--- src/rtl/mc_ram_pkg.sv ---
// rtl/mc_ram_pkg.sv - shared types and widths for the MC14500B RAM master
package mc_ram_pkg;

  localparam int MC_DATA_WIDTH = 8;
  localparam int MC_ADDR_WIDTH = 8;
  localparam int MC_LEN_WIDTH  = 4;

  typedef enum logic [2:0] {
    IDLE,
    SETUP,
    STROBE,
    HOLD,
    RWAIT,
    DONE
  } state_t;

  // Live command register: addr walks through the burst, len counts down the remaining beats.
  typedef struct packed {
    logic                     write;
    logic [MC_ADDR_WIDTH-1:0] addr;
    logic [MC_LEN_WIDTH-1:0]  len;
    logic [MC_DATA_WIDTH-1:0] wdata;
  } mem_cmd_t;

  // Counter width large enough to hold the longer of the two wait reload values (n-1).
  function automatic int wait_cnt_width(input int setup_cycles, input int read_wait);
    int longest;
    longest = (setup_cycles > read_wait) ? setup_cycles : read_wait;
    return (longest <= 2) ? 1 : $clog2(longest);
  endfunction

endpackage

--- src/rtl/ram_wait_counter.sv ---
// rtl/ram_wait_counter.sv - loadable down-counter timing SETUP and RWAIT phases
module ram_wait_counter #(
  parameter int W = 1
) (
  input  logic         clk,
  input  logic         rst_n,
  input  logic         load,
  input  logic [W-1:0] load_value,
  input  logic         en,
  output logic         done
);

  logic [W-1:0] count_q;
  logic [W-1:0] count_d;

  // Load has priority; otherwise count down while enabled, parking at zero.
  always_comb begin
    count_d = count_q;
    if (load) begin
      count_d = load_value;
    end else if (en && (count_q != '0)) begin
      count_d = count_q - W'(1);
    end
  end

  // Counter register.
  always_ff @(posedge clk or negedge rst_n) begin
    if (!rst_n) begin
      count_q <= '0;
    end else begin
      count_q <= count_d;
    end
  end

  assign done = (count_q == '0);

endmodule

--- src/rtl/ram_master.sv ---
// rtl/ram_master.sv - command-driven initiator for the asynchronous-strobe RAM
module ram_master
  import mc_ram_pkg::*;
#(
  parameter int DATA_WIDTH   = MC_DATA_WIDTH,
  parameter int ADDR_WIDTH   = MC_ADDR_WIDTH,
  parameter int LEN_WIDTH    = MC_LEN_WIDTH,
  parameter int SETUP_CYCLES = 1,
  parameter int READ_WAIT    = 1
) (
  input  logic                  clk,
  input  logic                  rst_n,
  input  logic                  cmd_valid,
  output logic                  cmd_ready,
  input  logic                  cmd_write,
  input  logic [ADDR_WIDTH-1:0] cmd_addr,
  input  logic [LEN_WIDTH-1:0]  cmd_len,
  input  logic [DATA_WIDTH-1:0] cmd_wdata,
  output logic                  rsp_valid,
  output logic [DATA_WIDTH-1:0] rsp_rdata,
  output logic                  busy,
  output logic                  mem_write,
  output logic [ADDR_WIDTH-1:0] mem_address,
  output logic [DATA_WIDTH-1:0] mem_data_in,
  input  logic [DATA_WIDTH-1:0] mem_data_out
);

  localparam int CNT_W = wait_cnt_width(SETUP_CYCLES, READ_WAIT);
  localparam logic [CNT_W-1:0] SETUP_LOAD = CNT_W'(SETUP_CYCLES - 1);
  localparam logic [CNT_W-1:0] READ_LOAD  = CNT_W'(READ_WAIT - 1);

  state_t                state_q, state_d;
  mem_cmd_t              cmd_q, cmd_d;
  logic                  mem_write_q, mem_write_d;
  logic                  rsp_valid_q, rsp_valid_d;
  logic [DATA_WIDTH-1:0] rsp_rdata_q, rsp_rdata_d;
  logic                  busy_q, busy_d;

  logic                  cnt_load;
  logic [CNT_W-1:0]      cnt_load_value;
  logic                  cnt_en;
  logic                  cnt_done;

  ram_wait_counter #(
    .W (CNT_W)
  ) u_wait (
    .clk        (clk),
    .rst_n      (rst_n),
    .load       (cnt_load),
    .load_value (cnt_load_value),
    .en         (cnt_en),
    .done       (cnt_done)
  );

  // Next-state and next-output logic; the strobe is only ever requested on the SETUP->STROBE step.
  always_comb begin
    state_d        = state_q;
    cmd_d          = cmd_q;
    mem_write_d    = 1'b0;
    rsp_valid_d    = 1'b0;
    rsp_rdata_d    = rsp_rdata_q;
    busy_d         = busy_q;
    cnt_load       = 1'b0;
    cnt_load_value = SETUP_LOAD;
    cnt_en         = 1'b0;

    case (state_q)
      IDLE: begin
        if (cmd_valid) begin
          cmd_d.write = cmd_write;
          cmd_d.addr  = cmd_addr;
          cmd_d.len   = cmd_len;
          cmd_d.wdata = cmd_wdata;
          busy_d      = 1'b1;
          cnt_load    = 1'b1;
          if (cmd_write) begin
            cnt_load_value = SETUP_LOAD;
            state_d        = SETUP;
          end else begin
            cnt_load_value = READ_LOAD;
            state_d        = RWAIT;
          end
        end
      end

      SETUP: begin
        if (cnt_done) begin
          mem_write_d = 1'b1;
          state_d     = STROBE;
        end else begin
          cnt_en = 1'b1;
        end
      end

      STROBE: begin
        state_d = HOLD;
      end

      HOLD: begin
        if (cmd_q.len == '0) begin
          state_d = DONE;
        end else begin
          cmd_d.len      = cmd_q.len - MC_LEN_WIDTH'(1);
          cmd_d.addr     = cmd_q.addr + MC_ADDR_WIDTH'(1);
          cnt_load       = 1'b1;
          cnt_load_value = SETUP_LOAD;
          state_d        = SETUP;
        end
      end

      RWAIT: begin
        if (cnt_done) begin
          rsp_valid_d = 1'b1;
          rsp_rdata_d = mem_data_out;
          if (cmd_q.len == '0) begin
            state_d = DONE;
          end else begin
            cmd_d.len      = cmd_q.len - MC_LEN_WIDTH'(1);
            cmd_d.addr     = cmd_q.addr + MC_ADDR_WIDTH'(1);
            cnt_load       = 1'b1;
            cnt_load_value = READ_LOAD;
          end
        end else begin
          cnt_en = 1'b1;
        end
      end

      DONE: begin
        busy_d  = 1'b0;
        state_d = IDLE;
        if (cmd_q.write) begin
          rsp_valid_d = 1'b1;
          rsp_rdata_d = '0;
        end
      end

      default: begin
        state_d = IDLE;
      end
    endcase
  end

  // State and registered-output flops; reset drops the strobe immediately.
  always_ff @(posedge clk or negedge rst_n) begin
    if (!rst_n) begin
      state_q     <= IDLE;
      cmd_q       <= '0;
      mem_write_q <= 1'b0;
      rsp_valid_q <= 1'b0;
      rsp_rdata_q <= '0;
      busy_q      <= 1'b0;
    end else begin
      state_q     <= state_d;
      cmd_q       <= cmd_d;
      mem_write_q <= mem_write_d;
      rsp_valid_q <= rsp_valid_d;
      rsp_rdata_q <= rsp_rdata_d;
      busy_q      <= busy_d;
    end
  end

  assign cmd_ready   = (state_q == IDLE);
  assign rsp_valid   = rsp_valid_q;
  assign rsp_rdata   = rsp_rdata_q;
  assign busy        = busy_q;
  assign mem_write   = mem_write_q;
  assign mem_address = cmd_q.addr;
  assign mem_data_in = cmd_q.wdata;

endmodule

--- config.mk ---
export PLATFORM = sky130hd
export DESIGN_NAME = ram_master
export DESIGN_NICKNAME = d
export VERILOG_FILES = /design/src/rtl/mc_ram_pkg.sv /design/src/rtl/ram_wait_counter.sv /design/src/rtl/ram_master.sv
export SDC_FILE = /design/constraint.sdc
export NUM_CORES = 1
export LEC_CHECK = 0
export CORE_MARGIN = 2
export CORE_UTILIZATION = 39
export CTS_BUF_LIST = sky130_fd_sc_hd__clkbuf_4 sky130_fd_sc_hd__clkbuf_8 sky130_fd_sc_hd__clkbuf_16
export DETAILED_ROUTE_END_ITERATION = 6
export DONT_BUFFER_PORTS = 1
export PLACE_DENSITY_LB_ADDON = 0.2
export SLEW_MARGIN = 20
export SYNTH_ARGS = -nofsm -noshare
export SYNTH_HDL_FRONTEND = slang
export SYNTH_SLANG_ARGS = --single-unit
--- constraint.sdc ---
create_clock -name clk -period 1.7 [get_ports clk]
set_input_delay 0.255 -clock clk [delete_from_list [all_inputs] [get_ports clk]]
set_output_delay 0.255 -clock clk [all_outputs]
set_load 0.005 [all_outputs]
==> impl_metrics.csv, run 1 <==
group,metric,value,unit
run_status,status,"finished, final reports clean",
final_layout,antenna_cells,0,
clock_tree,cts_root_buf,"clkbuf_8",
yosys,ys_ff_latch,36,
grt,grt_max_degree,37,
timing,setup_tns,0,ps
final_layout,ff_latch_area,903,um^2
floorplan,start_util,40.6,%
placed_design,gp_congestion,0.853,
clock_tree,clock_latency,290,ps
worst_setup_path,start_kind,"flop",
timing,tightest_slew,343,ps
final_layout,final-instance-count-excl-fill,286,
power,finalPower,0.00522,W
drt,drt_iter0_markers,73,
yosys,synth_cell_types,43,
placed_design,port_buffers,0,
final_layout,stdcell_area,2410,um^2
timing,max_freq,589,MHz
clock_tree,cts_max_level,2,
clock_tree,cts_tree,"yes",
placed_design,dp_cells,259,
drt,viasPerCell,5.54,
timing,rsz0062_at_grt,"true",
drt,post_drt_wl_per_cell,17.6,um
timing,timing.final.crit_period,1700,ps
power,leakagePower,1.09,nW
worst_setup_path,crit_fanout,5,
yosys,ys_warn_count,0,
floorplan,rows,25,
timing,slew_headroom,77.0,%
placed_design,dp_hpwl,3270,um
final_layout,final_nets,252,
yosys,netlist_instances,197,
grt,grt_pass1_wl,8050,um
run,maxCapViolCount,0,
floorplan,coreArea,4750,um^2
clock_tree,cts_buffers,5,
grt,globalRouteOverflowTotal,0,
grt,grt_pass1_vias,1661,
yosys,syn-cell-area,1930,um^2
final_layout,area_delta_synth_final,24.9,%
grt,grt_usage,19.2,%
yosys,syn_avg_cell_area,9.79,um^2
worst_setup_path,crit_type,"reg -> reg",
final_layout,drive_gt1_share,34.7,%
final_layout,multi_input_comb_area,922,um^2
drt,dr.pass1.iters,5,
timing,fin_crit_sh,99.9,%
worst_setup_path,worstPathArrival,1870,ps
drt,drc,0,
final_layout,fin_util,50.7,%
yosys,syn_nets,231,
timing,hold_viol_final,0,
drt,drt-total-wl,5040,um
worst_setup_path,endpoint_kind,"flop",
drt,postRouteAntennaNets,0,
final_layout,fillCellCount,456,
placed_design,placed_area,2020,um^2
timing,finClkSkew,8.92,ps
grt,antenna_found_initial,0,
floorplan,dieHeight,74.3,um
drt,vias,1584,
min_path,hp-class,"in -> reg",
worst_setup_path,crit_required,1870,ps
timing,drv_slew,0,
clock_tree,clockBufferDepth,2,
clock_tree,clk_pin_slew,80,ps
floorplan,num_io_pins,60,
power,vdd_ir_drop_max,0.915,mV
timing,setup_violations,0,
clock_tree,cts.sink_count,36,
yosys,ys_seq_area_share,46.7,%
floorplan,die-area,5530,um^2
floorplan,die_w,74.3,um
power,power_density,2160,nW/um^2
[area by class of cell]
type | instances | share of cell area [%]
timing repair buffer | 41 | 14.9
multi-input combinational | 126 | 38.3
clock buffer | 6 | 3.17
clock inverter | 2 | 1.45
sequential | 36 | 37.5
tap | 67 | 3.48
inverter | 8 | 1.25
[worst max-delay path: stages (launching register included)]
cell and delay (ps):
dfrtp_1 390, inv_2 80, ha_4 130, or3b_4 410
o21a_4 150, buf_6 130, nor3_1 210, a31oi_1 80
[synthesized netlist by cell type]
cell / count / area share [%]
dfrtp_1: 36 / 47
nand2_1: 32 / 6.2
buf_4: 17 / 6.6
a22o_1: 8 / 3.6
inv_1: 8 / 1.6
nor2_1: 8 / 1.6
a21oi_1: 7 / 1.8
and3_1: 6 / 1.9
nand3_1: 5 / 1.3
nor3_1: 5 / 1.3
o21ai_0: 5 / 1.3
o32a_1: 5 / 2.6
a22oi_1: 4 / 1.6
buf_2: 4 / 1.0
clkbuf_1: 4 / 0.78
a2bb2oi_1: 3 / 1.4
a32oi_1: 3 / 1.4
and2_1: 3 / 0.97
o22ai_1: 3 / 0.97
a211oi_1: 2 / 0.78
a41oi_1: 2 / 0.91
buf_6: 2 / 1.2
ha_1: 2 / 1.3
mux2i_1: 2 / 1.0
o32ai_1: 2 / 0.91
or3_1: 2 / 0.65
a31oi_1: 1 / 0.32
and3b_1: 1 / 0.45
mux2_2: 1 / 0.58
nand2_2: 1 / 0.32
nand2b_1: 1 / 0.32
nand3b_1: 1 / 0.39
nor2_4: 1 / 0.58
nor3_2: 1 / 0.52
nor3b_1: 1 / 0.39
nor4b_4: 1 / 1.2
o21a_4: 1 / 0.78
o21ai_2: 1 / 0.45
o2bb2a_1: 1 / 0.52
o2bb2ai_1: 1 / 0.45
or3b_1: 1 / 0.45
or3b_2: 1 / 0.45
xnor2_1: 1 / 0.45
[final timing paths]
check / to / cells past startpoint / slack, ps / start
hold reg to reg: cmd_q[20] / 2 / 490 / cmd_q[20]
max in group asynchronous: state_q[1] / 2 / 1060 / rst_n
min in group asynchronous: state_q[0] / 2 / 440 / rst_n
setup / recovery: mem_address[1] / 7 / 0.9 / cmd_q[9]
setup reg to reg: mem_address[1] / 7 / 0.9 / cmd_q[9]
hold / removal: mem_data_in[5] / 2 / 70 / cmd_wdata[5]
[metal layers]
layer | GRT usage, % | share of wire (%)
met1 | 25.4 | 42
met2 | 31.5 | 52
met3 | 3.52 | 4.3
met4 | 7.34 | 1.7
met5 | 0 | 0
[repair_timing]
| action | in CTS | in global routing |
|---|---|---|
| buffers inserted | 14 | 4 |
| setup endpoints to repair | 5 | 13 |
| pin swaps | 4 | 13 |
| hold buffers | 2 | 0 |
| resized for setup | 9 | 18 |
| hold endpoints to repair | 36 | 0 |
[metrics by stage]
step | hold WS, ps | setup WS, ps
final | 74.2 | 0.881
after global routing | 86.3 | -90.8
after CTS | 67.9 | -5.00
after detailed placement | -39.0 | -44.8
after global placement | -39.4 | -7.82
after floorplan | -40.6 | -44.0
[logic make-up after synthesis]
group / Yosys count / synth area share (%)
and+or+nand+nor: 71 / 19.1
muxes: 3 / 1.62
DFF: 36 / 46.7
adders and majority gates: 2 / 1.30
xor gates and xnor gates: 1 / 0.454
AOI/OAI and AO/OA: 49 / 19.7
buffers and inverters: 35 / 11.2
[power by group]
| group | internal (W) | switching (W) | total (W) |
|---|---|---|---|
| clock network | 0.000451 | 0.000308 | 0.000759 |
| registers | 0.00127 | 0.000402 | 0.00167 |
| logic | 0.00150 | 0.00129 | 0.00279 |
[cells in the final DEF, fill, tap and decap left out, types with 3 or more instances in the layout]
cell / synthesis / routed
dfrtp_1: 36 / 34
buf_4: 17 / 34
nand2_1: 32 / 32
a22o_1: 8 / 8
nor2_1: 8 / 7
a21oi_1: 7 / 7
inv_1: 8 / 6
and3_1: 6 / 5
o21ai_0: 5 / 5
nand3_1: 5 / 5
o32a_1: 5 / 5
clkbuf_8: 0 / 5
nor3_1: 5 / 4
a22oi_2: 0 / 4
a32oi_1: 3 / 3
o22ai_1: 3 / 3
buf_12: 0 / 3
buf_6: 2 / 3
[state kept, by name (all words and copies together), names as in the netlist]
name / count
mem_address: 8
mem_data_in: 8
rsp_rdata: 8
cmd_q: 5
state_q: 3
busy: 1
mem_write: 1
rsp_valid: 1
u_wait.count_q: 1
Note: power is estimated with default switching activity, not from simulation.
==> run 2: changes to the inputs <==
--- a/config.mk
+++ b/config.mk
@@ -8,9 +8,11 @@
 export CORE_MARGIN = 2
 export CORE_UTILIZATION = 39
 export CTS_BUF_LIST = sky130_fd_sc_hd__clkbuf_4 sky130_fd_sc_hd__clkbuf_8 sky130_fd_sc_hd__clkbuf_16
+export CTS_CLUSTER_DIAMETER = 150
 export DETAILED_ROUTE_END_ITERATION = 6
 export DONT_BUFFER_PORTS = 1
 export PLACE_DENSITY_LB_ADDON = 0.2
+export RECOVER_POWER = 100
 export SLEW_MARGIN = 20
 export SYNTH_ARGS = -nofsm -noshare
 export SYNTH_HDL_FRONTEND = slang
==> run 2 against run 1 <==
Compared with the run above: the flow now finishes with violations (negative setup slack); non-clock buffer count unchanged; worst hold slack improved by 2.5 ps; largest power group unchanged; final area decreased by 0.78%; global-route usage unchanged; flip-flop and latch count unchanged; maximum frequency decreased by 0.63%; clock power decreased by 0.7%; worst setup slack got worse by 11 ps; combinational power about the same; first-iteration DRC count increased by 33%.
==> impl_metrics.csv, run 2 (same netlist as run 1, synthesis figures left out) <==
group,metric,value,unit
run_status,status,"finished with violations",
run_status,violations,"negative setup slack",
floorplan,die_w,74.3,um
timing,timing.final.crit_period,1710,ps
final_layout,layout_commonest_cell,"dfrtp_1",
power,power_density,2170,nW/um^2
clock_tree,cts_max_level,2,
grt,grt.busiest_layer,"met2",
placed_design,dp_hpwl,3270,um
min_path,hp-class,"in -> reg",
worst_setup_path,path_cells,"inv_2 -> ha_4 -> or3b_4 -> o21a_4 -> buf_6 -> nor3_1 -> a211oi_2",
drt,vias,1574,
power,finalPower,0.00520,W
clock_tree,clk_pin_slew,70,ps
power,vdd_ir_drop_max,0.915,mV
worst_setup_path,crit_required,1860,ps
final_layout,drive_gt1_share,34.2,%
placed_design,preCtsSetupSlack,-44.8,ps
worst_setup_path,max_stage_delay,410,ps
worst_setup_path,r2r_slack,-10,ps
timing,hold_viol_final,0,
timing,finalWorstSetupSlack,-9.95,ps
timing,drv_slew,0,
min_path,hold_path_depth,2,
grt,met1_usage,25.4,%
worst_setup_path,crit_type,"reg -> reg",
clock_tree,cts_tree,"yes",
final_layout,final_nets,252,
drt,post_drt_wl_per_cell,17.6,um
drt,dr.pass1.iters,4,
worst_setup_path,rr_endpoint,"cmd_q[8]",
worst_setup_path,endpoint_kind,"flop",
clock_tree,cts_buffers,5,
clock_tree,cts_root_buf,"clkbuf_8",
timing,fin_crit_sh,101,%
floorplan,die-area,5530,um^2
min_path,worstHoldStart,"cmd_wdata[5]",
grt,antenna_found_initial,0,
timing,setup_tns,-9.95,ps
placed_design,gp_congestion,0.853,
drt,drt-total-wl,5030,um
drt,postRouteAntennaNets,0,
grt,grt_pass1_wl,8050,um
final_layout,antenna_cells,0,
worst_setup_path,critPathTopFamily,"simple AND/OR/NAND/NOR gates",
clock_tree,clock_latency,290,ps
timing,tightest_slew,907,ps
grt,globalRouteOverflowTotal,0,
final_layout,area_delta_synth_final,23.9,%
grt,met3_usage,3.52,%
worst_setup_path,crit_buf_inv,2,
worst_setup_path,worstPathArrival,1870,ps
clock_tree,clockBufferDepth,2,
placed_design,port_buffers,0,
worst_setup_path,start_kind,"flop",
worst_setup_path,crit_slowest_cell,"or3b_4",
timing,max_freq,585,MHz
grt,grt_max_degree,37,
min_path,holdPathEnd,"mem_data_in[5]",
final_layout,final_cell_mix,"34 x dfrtp_1, 33 x buf_4, 32 x nand2_1",
drt,drt_iter0_markers,97,
timing,slew_headroom,39.6,%
clock_tree,cts.sink_count,36,
grt,grt_pass1_vias,1661,
timing,finClkSkew,8.69,ps
grt,use_met2,31.5,%
worst_setup_path,worstRegToRegCells,7,
run,maxCapViolCount,0,
floorplan,num_io_pins,60,
floorplan,coreArea,4750,um^2
floorplan,rows,25,
timing,rsz0062_at_grt,"true",
grt,grt_usage,19.2,%
floorplan,start_util,40.6,%
drt,viasPerCell,5.50,
drt,drc,0,
worst_setup_path,crit_fanout,5,
timing,setup_violations,1,
worst_setup_path,r2r_start,"cmd_q[8]",
power,leakagePower,1.08,nW
floorplan,dieHeight,74.3,um
## run 2: worst max path at each step
stage | from | end | slack, ps | cells after the start
after global placement | cmd_q[8] | mem_address[0] | -8 | 7
after detailed placement | cmd_q[8] | mem_address[0] | -40 | 7
after floorplan | state_q[1] | cmd_q[11] | -40 | 5
final | cmd_q[8] | cmd_q[8] | -10 | 7
after CTS | cmd_q[8] | mem_address[0] | -5 | 7
after global routing | cmd_q[8] | mem_address[1] | -90 | 7
## run 2: area by class of cell
class	count	area [um^2]
clock buffers	6	76.3
clock inverters	2	35.0
fillers	460	2360
inverters	8	30.0
multi-input cells	126	922
flip-flops and latches	36	903
well taps	67	83.8
repair buffers	41	340
## run 2: power by group
part	switching, W	leakage [nW]	internal, W
Clock	0.000303	0.0586	0.000451
Sequential	0.000400	0.441	0.00127
Combinational	0.00129	0.583	0.00149
Total	0.00200	1.08	0.00320
## run 2: timing repair
action / in CTS / in global routing
setup buffers: 14 / 4
hold endpoints to repair: 36 / 0
resized for setup: 9 / 18
pin swaps: 4 / 13
hold buffers: 2 / 0
setup endpoints to repair: 5 / 13
## run 2: metrics by stage
step	cells	utilization, %	cell area, um^2	hold WS [ps]
2_1_floorplan	197	-	1940	-40.6
3_3_place_gp	259	42.4	2020	-39.4
3_5_place_dp	259	42.4	2020	-39.0
4_1_cts	283	48.3	2300	67.9
5_1_grt	286	50.3	2390	86.3
6_report	286	50.3	2390	76.7
## run 2: per-layer routing
metal  wire (um)  share of wire [%]  vias up
met5           0                  0        -
met4          45               0.89        0
met3         217                4.3        6
met2        2610                 52       50
met1        2160                 43      791
li1            -                  -      727
==> run 3: changes to the inputs <==
--- a/config.mk
+++ b/config.mk
@@ -5,7 +5,7 @@
 export SDC_FILE = /design/constraint.sdc
 export NUM_CORES = 1
 export LEC_CHECK = 0
-export CORE_MARGIN = 2
+export CORE_MARGIN = 3
 export CORE_UTILIZATION = 39
 export CTS_BUF_LIST = sky130_fd_sc_hd__clkbuf_4 sky130_fd_sc_hd__clkbuf_8 sky130_fd_sc_hd__clkbuf_16
 export CTS_CLUSTER_DIAMETER = 150
==> run 3 against run 2 <==
Compared with the run above: the run still ends with negative setup slack left; power shrank 6.0%; first-iteration DRC count fell by 68%; clock skew decreased by 2.5 ps; wire length down 7.2%; final area fell by 4.5%; sequential share of layout area grew 1.8 points; core utilization decreased by 0.26 points; die area is 5.5% higher; flip-flop and latch count is the same.
==> impl_metrics.csv, run 3 (same netlist as run 1, synthesis figures left out) <==
group,metric,value,unit
final_layout,antenna_cells,0,
final_layout,area_delta_synth_final,18.4,%
worst_setup_path,worstPathArrival,1950,ps
worst_setup_path,crit_type,"reg -> reg",
grt,grt_pass1_vias,1610,
placed_design,port_buffers,0,
run_status,violations,"negative setup slack",
worst_setup_path,worstRegToRegCells,5,
placed_design,gp_congestion,0.862,
worst_setup_path,rr_endpoint,"mem_address[5]",
worst_setup_path,crit_slowest_cell,"dfrtp_1",
grt,grt_max_degree,37,
timing,max_freq,580,MHz
power,power_density,2140,nW/um^2
placed_design,dp_hpwl,3340,um
grt,grt_usage,16.2,%
worst_setup_path,r2r_start,"state_q[1]",
final_layout,final-instance-count-excl-fill,275,
worst_setup_path,endpoint_kind,"flop",
floorplan,start_util,42.3,%
worst_setup_path,crit_required,1930,ps
placed_design,dp_cells,259,
timing,hold_viol_final,0,
drt,dr.pass1.iters,4,
clock_tree,cts_max_level,2,
timing,slew_headroom,42.0,%
worst_setup_path,crit_buf_inv,2,
timing,fin_crit_sh,101,%
timing,rsz0062_at_grt,"true",
worst_setup_path,path_cells,"buf_4 -> or3_4 -> buf_4 -> a22oi_1 -> o32a_1",
drt,drt-total-wl,4670,um
drt,vias,1529,
floorplan,die_w,76.3,um
min_path,hp-class,"in -> reg",
clock_tree,clock_latency,290,ps
worst_setup_path,start_kind,"flop",
drt,drc,0,
clock_tree,clockBufferDepth,2,
final_layout,drive_gt1_share,29.0,%
timing,drv_slew,0,
timing,finalWorstSetupSlack,-23.0,ps
timing,finClkSkew,6.23,ps
final_layout,layout_commonest_cell,"dfrtp_1",
power,vdd_ir_drop_max,0.895,mV
run_status,status,"finished with violations",
power,leakagePower,1.02,nW
worst_setup_path,max_stage_delay,460,ps
worst_setup_path,critPathTopFamily,"flip-flops",
clock_tree,cts_tree,"yes",
grt,antenna_found_initial,0,
drt,post_drt_wl_per_cell,17.0,um
floorplan,dieHeight,76.3,um
floorplan,die-area,5830,um^2
timing,timing.final.crit_period,1720,ps
worst_setup_path,cp.depth,5,
clock_tree,cts_buffers,5,
worst_setup_path,crit_top_cell,"buf_4",
final_layout,fillCellCount,433,
final_layout,final_cell_mix,"34 x dfrtp_1, 32 x nand2_1, 24 x buf_4",
grt,grt_pass1_wl,7590,um
clock_tree,cts.sink_count,36,
timing,setup_violations,1,
final_layout,final_nets,243,
floorplan,rows,24,
clock_tree,cts_root_buf,"clkbuf_8",
power,finalPower,0.00489,W
worst_setup_path,r2r_slack,-20,ps
timing,tightest_slew,869,ps
drt,postRouteAntennaNets,0,
worst_setup_path,crit_fanout,7,
run,maxCapViolCount,0,
drt,viasPerCell,5.56,
clock_tree,clk_pin_slew,70,ps
floorplan,coreArea,4560,um^2
worst_setup_path,crit_path_start,"state_q[1]",
grt,globalRouteOverflowTotal,0,
worst_setup_path,cp-endpoint,"mem_address[5]",
floorplan,num_io_pins,60,
placed_design,preCtsSetupSlack,-48.5,ps
drt,drt_iter0_markers,31,
run 3: cell type report:
cell class	instances	area [um^2]	area share, %
multi-input combinational	126	901	39.5
timing repair buffer	32	256	11.2
clock buffer	5	68.8	3.01
clock inverter	3	42.5	1.86
sequential	36	903	39.6
tap	65	81.3	3.56
inverter	8	30.0	1.32
run 3: worst min-delay path by stage:
stage	start	endpoint	slack, ps	cells after the start
global placement	rst_n	mem_data_in[3]	-40	0
finish	cmd_wdata[3]	mem_data_in[3]	70	2
detailed placement	rst_n	mem_data_in[4]	-40	0
global route	cmd_wdata[2]	mem_data_in[2]	70	2
CTS	cmd_wdata[3]	mem_data_in[3]	70	2
floorplan	rst_n	busy	-40	0
run 3: where the power goes:
group | internal (W) | switching (W) | leakage (nW)
Sequential | 0.00127 | 0.000393 | 0.441
Combinational | 0.00130 | 0.00120 | 0.530
Clock | 0.000433 | 0.000296 | 0.0541
Total | 0.00300 | 0.00188 | 1.02
run 3: per-layer routing:
metal	wire length, um	global-route usage (%)	part of all wire (%)
met1	1910	19.3	41
met2	2310	27.1	49
met3	359	6.38	7.7
met4	100	4.71	2.1
met5	0	0	0
run 3: what timing repair did:
item / in CTS / in global routing
setup endpoints to repair: 5 / 20
hold buffers: 2 / 0
gates resized for setup: 6 / 17
pin swaps: 1 / 8
buffers inserted: 2 / 4
hold endpoints to repair: 36 / 0
run 3: metrics by stage:
step                hold WS [ps]  TNS, ps  utilization, %  cell area, um^2
floorplan                  -40.6    -88.1               -             1940
global placement           -39.5        0            44.4             2030
detailed placement         -39.4    -79.2            44.4             2030
CTS                         69.9    -21.2            48.3             2210
global route                68.3     -316            50.0             2280
finish                      73.8    -23.0            50.0             2280
